$ cat src/rtl/layer_sequencer.sv
// layer_sequencer: walks NUM_LAYERS layer headers for one pixel.
// For each layer it fetches eight 16-bit header words from RAM and presents
// the assembled 128-bit header to the ALU for one cycle. It then services the
// ALU's flash and RAM fetch demands, flash first, before moving to the next layer.
//
// Handshake rules: a request (memReq, flashReq, ramReq) rises and then stays
// high with stable address/qualifiers until the matching ack is seen on a rising
// edge. The ack completes the transfer in that same cycle. An ack that arrives
// while its request is low is ignored. No timeout is applied.
module layer_sequencer #(
  parameter int          NUM_LAYERS = 8,
  parameter logic [25:0] HDR_BASE   = 26'd0
) (
  input  logic         clk,
  input  logic         rst_n,
  input  logic         start,
  output logic         memReq,
  output logic [25:0]  memAddr,
  input  logic         memAck,
  input  logic [15:0]  memData,
  output logic [127:0] headerOut,
  output logic         headerValid,
  input  logic         readFlashEn,
  input  logic         readRamEn,
  output logic         flashReq,
  output logic         ramReq,
  input  logic         flashAck,
  input  logic         ramAck,
  output logic [3:0]   layerIdx,
  output logic         busy,
  output logic         done,
  output logic [2:0]   dbg_state
);

  typedef enum logic [2:0] {
    S_IDLE  = 3'd0,
    S_FETCH = 3'd1,
    S_EVAL  = 3'd2,
    S_FLASH = 3'd3,
    S_RAM   = 3'd4,
    S_NEXT  = 3'd5,
    S_DONE  = 3'd6
  } state_t;

  localparam logic [3:0] LAST_LAYER = 4'(NUM_LAYERS - 1);

  state_t         state_q, state_d;
  logic [3:0]     layer_q, layer_d;
  logic [2:0]     wc_q, wc_d;
  logic [127:0]   hdr_q, hdr_d;
  logic           flash_dem_q, flash_dem_d;
  logic           ram_dem_q, ram_dem_d;

  // State and datapath registers; reset abandons any walk in progress.
  always_ff @(posedge clk or negedge rst_n) begin
    if (!rst_n) begin
      state_q     <= S_IDLE;
      layer_q     <= 4'd0;
      wc_q        <= 3'd0;
      hdr_q       <= 128'd0;
      flash_dem_q <= 1'b0;
      ram_dem_q   <= 1'b0;
    end else begin
      state_q     <= state_d;
      layer_q     <= layer_d;
      wc_q        <= wc_d;
      hdr_q       <= hdr_d;
      flash_dem_q <= flash_dem_d;
      ram_dem_q   <= ram_dem_d;
    end
  end

  // Next-state logic: header shift on each mem ack, demand capture in EVAL.
  always_comb begin
    state_d     = state_q;
    layer_d     = layer_q;
    wc_d        = wc_q;
    hdr_d       = hdr_q;
    flash_dem_d = flash_dem_q;
    ram_dem_d   = ram_dem_q;
    case (state_q)
      S_IDLE: begin
        if (start) begin
          state_d = S_FETCH;
          layer_d = 4'd0;
          wc_d    = 3'd0;
        end
      end
      S_FETCH: begin
        if (memAck) begin
          hdr_d = {hdr_q[111:0], memData};
          wc_d  = wc_q + 3'd1;
          if (wc_q == 3'd7) state_d = S_EVAL;
        end
      end
      S_EVAL: begin
        flash_dem_d = readFlashEn;
        ram_dem_d   = readRamEn;
        if (readFlashEn)    state_d = S_FLASH;
        else if (readRamEn) state_d = S_RAM;
        else                state_d = S_NEXT;
      end
      S_FLASH: begin
        if (flashAck) state_d = ram_dem_q ? S_RAM : S_NEXT;
      end
      S_RAM: begin
        if (ramAck) state_d = S_NEXT;
      end
      S_NEXT: begin
        if (layer_q == LAST_LAYER) begin
          state_d = S_DONE;
        end else begin
          layer_d = layer_q + 4'd1;
          wc_d    = 3'd0;
          state_d = S_FETCH;
        end
      end
      S_DONE:  state_d = S_IDLE;
      default: state_d = S_IDLE;
    endcase
  end

  // Moore outputs; the address is zeroed outside FETCH so it reads 0 in reset.
  always_comb begin
    memReq      = (state_q == S_FETCH);
    memAddr     = memReq ? (HDR_BASE + {19'd0, layer_q, wc_q}) : 26'd0;
    headerOut   = hdr_q;
    headerValid = (state_q == S_EVAL);
    flashReq    = (state_q == S_FLASH);
    ramReq      = (state_q == S_RAM);
    layerIdx    = layer_q;
    busy        = (state_q != S_IDLE);
    done        = (state_q == S_DONE);
    dbg_state   = state_q;
  end

endmodule

$ cat config.mk
export PLATFORM = sky130hd
export DESIGN_NAME = layer_sequencer
export DESIGN_NICKNAME = d
export VERILOG_FILES = /design/src/rtl/layer_sequencer.sv
export SDC_FILE = /design/constraint.sdc
export NUM_CORES = 1
export LEC_CHECK = 0
export ABC_CLOCK_PERIOD_IN_PS = 1600
export BUFFER_PORTS_ARGS = -buffer_cell sky130_fd_sc_hd__buf_4
export CAP_MARGIN = 20
export CORE_ASPECT_RATIO = 1.25
export CORE_MARGIN = 2
export CORE_UTILIZATION = 45
export DETAILED_ROUTE_END_ITERATION = 7
export PLACE_DENSITY = 0.75
export SLEW_MARGIN = 20
export SYNTH_ARGS = -nofsm -noshare
export SYNTH_HDL_FRONTEND = slang
export SYNTH_SLANG_ARGS = --single-unit
$ cat constraint.sdc
create_clock -name clk -period 1.6 [get_ports clk]
set_clock_uncertainty 0.15 [all_clocks]
set_input_delay 0.24 -clock clk [delete_from_list [all_inputs] [get_ports clk]]
set_output_delay 0.24 -clock clk [all_outputs]
set_load 0.1 [all_outputs]
# ---- Word-level counts from Yosys, hierarchy flattened
# Cells that the tools add are included.
dict set report word_totals {
  regBits 139
  inputBits 24
  output_inout_bits 167
}
dict set report classes {
  add_sub_neg 2
  eq_ne 14
  n_mux 18
  n_reduce_logical 8
}
# operator count
set ops {}
lappend ops {{$mux 3} 10}
lappend ops {{$pmux 3 s6} 1}
lappend ops {{$eq 3x3->1 const B} 4}
lappend ops {{$pmux 3 s3} 1}
lappend ops {{$mux 4} 2}
lappend ops {{$ne 2x1->1 const B} 4}
lappend ops {{$pmux 4 s2} 1}
lappend ops {{$mux 7} 1}
lappend ops {{$eq 3x2->1 const B} 2}
lappend ops {{$reduce_bool 3->1} 2}
lappend ops {{$reduce_and 5->1} 1}
lappend ops {{$add 4x1->4 const B} 1}
lappend ops {{$eq 4x3->1 const B} 1}
lappend ops {{$ne 2x2->1 const B} 2}
lappend ops {{$reduce_and 4->1} 1}
lappend ops {{$add 3x1->3 const B} 1}
lappend ops {{$eq 3x1->1 const B} 1}
lappend ops {{$logic_not 3->1} 1}
lappend ops {{$reduce_and 3->1} 1}
lappend ops {{$mux 1} 2}
lappend ops {{$reduce_and 2->1} 1}
lappend ops {{$reduce_bool 2->1} 1}

# ---- Depth between registers and ports, before layout
dict set report depth {
  depth_word 4
  mapped_depth 7
  depth_no_buf 6
}

# ---- Worst setup path after synthesis
# Ideal clock, no wire load.
dict set report synth_timing {
  path_type {reg2reg}
  startpoint {reg state_q[1] (netlist: dbg_state[1])}
  endpoint {reg ram_dem_q}
  t_arrival_ns 3.826
  t_required_ns 1.325
  path_slack_ns -2.501
  stages_incl_launch_ff 5
  period_less_slack_ns 4.101
  cell_sequence {dfrtp_1 > buf_4 > inv_1 > nor3_1 > mux2_2}
}
dict set report synth_between {
  elab_chain_cells 1
}
# item line_no
set synth_lines {}
lappend synth_lines {{start: declaration} 47} ;# state_t state_q, state_d;
lappend synth_lines {{start signal: assignment} 64} ;# state_q <= state_d;
lappend synth_lines {{$eq 3x2->1} -}
lappend synth_lines {{via headerValid} 22} ;# output logic headerValid,
lappend synth_lines {{end signal: assignment} 69} ;# ram_dem_q <= ram_dem_d;
lappend synth_lines {{end: declaration} 52} ;# logic ram_dem_q, ram_dem_d;
# The timed path passes the listed nets, and every way through them passes these cells.
# A chain may end at the register's enable or synchronous reset.

# ---- Final worst setup path
dict set report layout_timing {
  startpoint {reg state_q[1] (netlist: dbg_state[1])}
  endpoint {out ramReq}
}
dict set report layout_between {
  elab_chain_cells 1
}
# item line_no
set layout_lines {}
lappend layout_lines {{$eq 3x3->1} 130} ;# ramReq = (state_q == S_RAM);
lappend layout_lines {{end: declaration} 26} ;# output logic ramReq,
# No other way between the ends.

==> flow_summary.ini <==
[job]
cap_viol_max_count = 0

[synth]
synth_compound_area_share_pct = 2.09
async_flop_share_pct = 100
synth.most_common_cell = dfrtp_1
synth_adder_area_share_pct = 0.620
syn_area_um2 = 6060
synth_warnings = 0
synth_seq_area_share_pct = 57.4
synth_top_family_by_area = multiplexers
synth-xor-area-share_pct = 0
yosysTopAreaCell = dfrtp_1
dominantRegCellSynth = dfrtp_1
synth_top_area_share_pct = 57.4
synth_cell_types = 33
synth_seq_cells = 139
synth_area_leaders = dfrtp_1 57%, mux2_4 22%, mux2_2 8.0%, buf_4 3.1%, buf_12 3.0%
synthTopCellsByCount = 139 x dfrtp_1, 87 x mux2_4, 43 x mux2_2, 25 x buf_4, 9 x buf_12
muxShareOfSynthArea_pct = 30.0
synth_area_per_cell_um2 = 16.4
synth_cells = 370
synthSimpleGateAreaFrac_pct = 2.81
synth_edf_count = 0

[finish]
fillers = 845
diodes = 0
drive_gt1_share_pct = 67.1
final_area_um2 = 9240
area_delta_synth_final_pct = 52.6
fin_nets = 648

[detailed_routing]
ant_nets = 0
dr.pass1.iters = 4
routed_wl_um = 14600
drc_errors = 0
num_vias = 3926
via_per_inst = 4.88
wl_per_cell_um = 18.2
drtIter0Drc = 177

[global_routing]
grt_pass1_vias = 4247
grt_usage_pct = 21.0
overflow = 0
grt_pass1_wl_um = 23100
grt_max_degree = 35
grt_antenna_before_repair = 0

[clock_tree]
cts.sinks = 139
clockBufferDepth = 2
cts_tree = built
root_buffer = clkbuf_16
clk_pin_slew_ns = 0.06
cts_made_buffers = 17
h-tree-depth = 4
clk_latency_ns = 0.41

[timing]
slew_violations = 0
period_needed_ns = 1.99
clock.fmax_mhz = 504
fin_crit_sh_pct = 124
grt_setup_unrepaired = yes
setup_viol = 154
hold_viol = 0
final.setup.tns_ns = -38.81
finalWorstSetupSlack_ns = -0.385

[status]
outcome = finished with violations
violations = setup timing

[floorplan]
die-width_um = 108
core-area_um2 = 13200
rows = 47
die_h_um = 134
initial_core_util_pct = 46.0
die-area_um2 = 14400
ios = 191

[critical_path]
arrival_ns = 1.60
end_kind = primary output
worstSetupPathType = reg2out
critPathLaunchType = flip-flop
cp.required_ns = 1.21
crit_fanout = 3

[worst_hold_path]
holdCritPathClass = in2reg

[placement]
gp_congestion = 0.828
portBuffers = 171
dpl_cell_area_um2 = 7710
dp_hpwl_um = 9300
## cell usage in the layout, fill, tap and decap left out, types with 2 or more instances in the layout
| cell type | n |
|---|---|
| a21oi_1 | 2 |
| a22o_1 | 2 |
| and3_4 | 8 |
| buf_12 | 27 |
| buf_4 | 180 |
| buf_6 | 16 |
| buf_8 | 4 |
| bufbuf_16 | 4 |
| bufinv_16 | 3 |
| clkbuf_16 | 17 |
| clkbuf_8 | 2 |
| clkinv_2 | 3 |
| clkinv_4 | 2 |
| clkinvlp_4 | 4 |
| conb_1 | 19 |
| dfrtp_1 | 132 |
| dfrtp_2 | 3 |
| dfrtp_4 | 4 |
| dlygate4sd3_1 | 20 |
| ha_1 | 3 |
| mux2_2 | 32 |
| mux2_4 | 98 |
| mux2i_1 | 3 |
| nand2_1 | 7 |
| nand3_1 | 3 |
| nor2_1 | 2 |
| nor2b_4 | 2 |
| o211ai_1 | 3 |
| o21ai_0 | 2 |
| o21ai_1 | 2 |
| o21ai_2 | 2 |
## path summary, 6_finish.rpt
check | from | to | slack [ns] | depth (start not counted)
worst max-delay path | dbg_state[1] | ramReq | -0.39 | 4
worst max register to register | dbg_state[2] | headerOut[49] | -0.34 | 5
worst min register to register | headerOut[118] | headerOut[118] | 0.36 | 1
max in group asynchronous | rst_n | headerOut[47] | 0.62 | 3
worst min-delay path | readFlashEn | dbg_state[2] | 0.12 | 3
min in group asynchronous | rst_n | layerIdx[3] | 0.15 | 2
## timing repair
action / in CTS / in global routing
endpoints found under the setup margin: 155 / 158
resized for setup: 99 / 13
pin swaps: 6 / 8
cloned: 6 / 0
hold buffers: 20 / 0
buffers inserted: 11 / 9
hold endpoints to repair: 158 / 0
## routing by layer
layer / vias to the layer above / global-route usage (%) / share of wire, %
met5: - / 0 / 0
met4: 0 / 8.12 / 2.3
met3: 23 / 5.19 / 4.4
met2: 130 / 35.4 / 53
met1: 2003 / 25.8 / 41
li1: 1770 / - / -
## state kept, by name, indices dropped and copies added, names as in the netlist
signal,count
wc_q,3
dbg_state,3
ram_dem_q,1
layerIdx,4
headerOut,128
## critical path: stages, from the launching register on
cell and delay, ns:
dfrtp_4 0.50, buf_8 0.14, and2b_2 0.21, nor2b_4 0.16
buf_12 0.18
## kinds of logic (layout without fill, tap and decap cells)
logic type      after synthesis  in the layout
compound gates               19             19
fa+ha+maj                     3              3
buf+inv                      43            288
flops                       139            139
mux                         133            133
other cells                   1             19
simple gates                 32             32
## through the flow
step / utilization, % / hold WS, ns / worst slack (ns) / std cells
2_1_floorplan: - / -0.206 / -0.678 / 388
3_3_place_gp: 58.5 / 0.00927 / -0.220 / 730
3_5_place_dp: 58.5 / 0.0141 / -0.230 / 730
4_1_cts: 69.5 / 0.0447 / -0.392 / 798
5_1_grt: 70.2 / 0.135 / -0.427 / 804
6_report: 70.2 / 0.116 / -0.385 / 804
## area by class of cell
cell class | instances | area (um2) | share of cell area (%)
sequential | 139 | 3500 | 37.8
timing repair buffer | 253 | 2490 | 27.0
multi-input combinational | 206 | 2410 | 26.1
clock buffer | 20 | 457 | 4.94
tap | 171 | 214 | 2.31
clock inverter | 11 | 145 | 1.57
inverter | 4 | 21.3 | 0.230
Power is not shown: default switching activity piles up to over one toggle a cycle in this logic, so the estimate is an artifact.
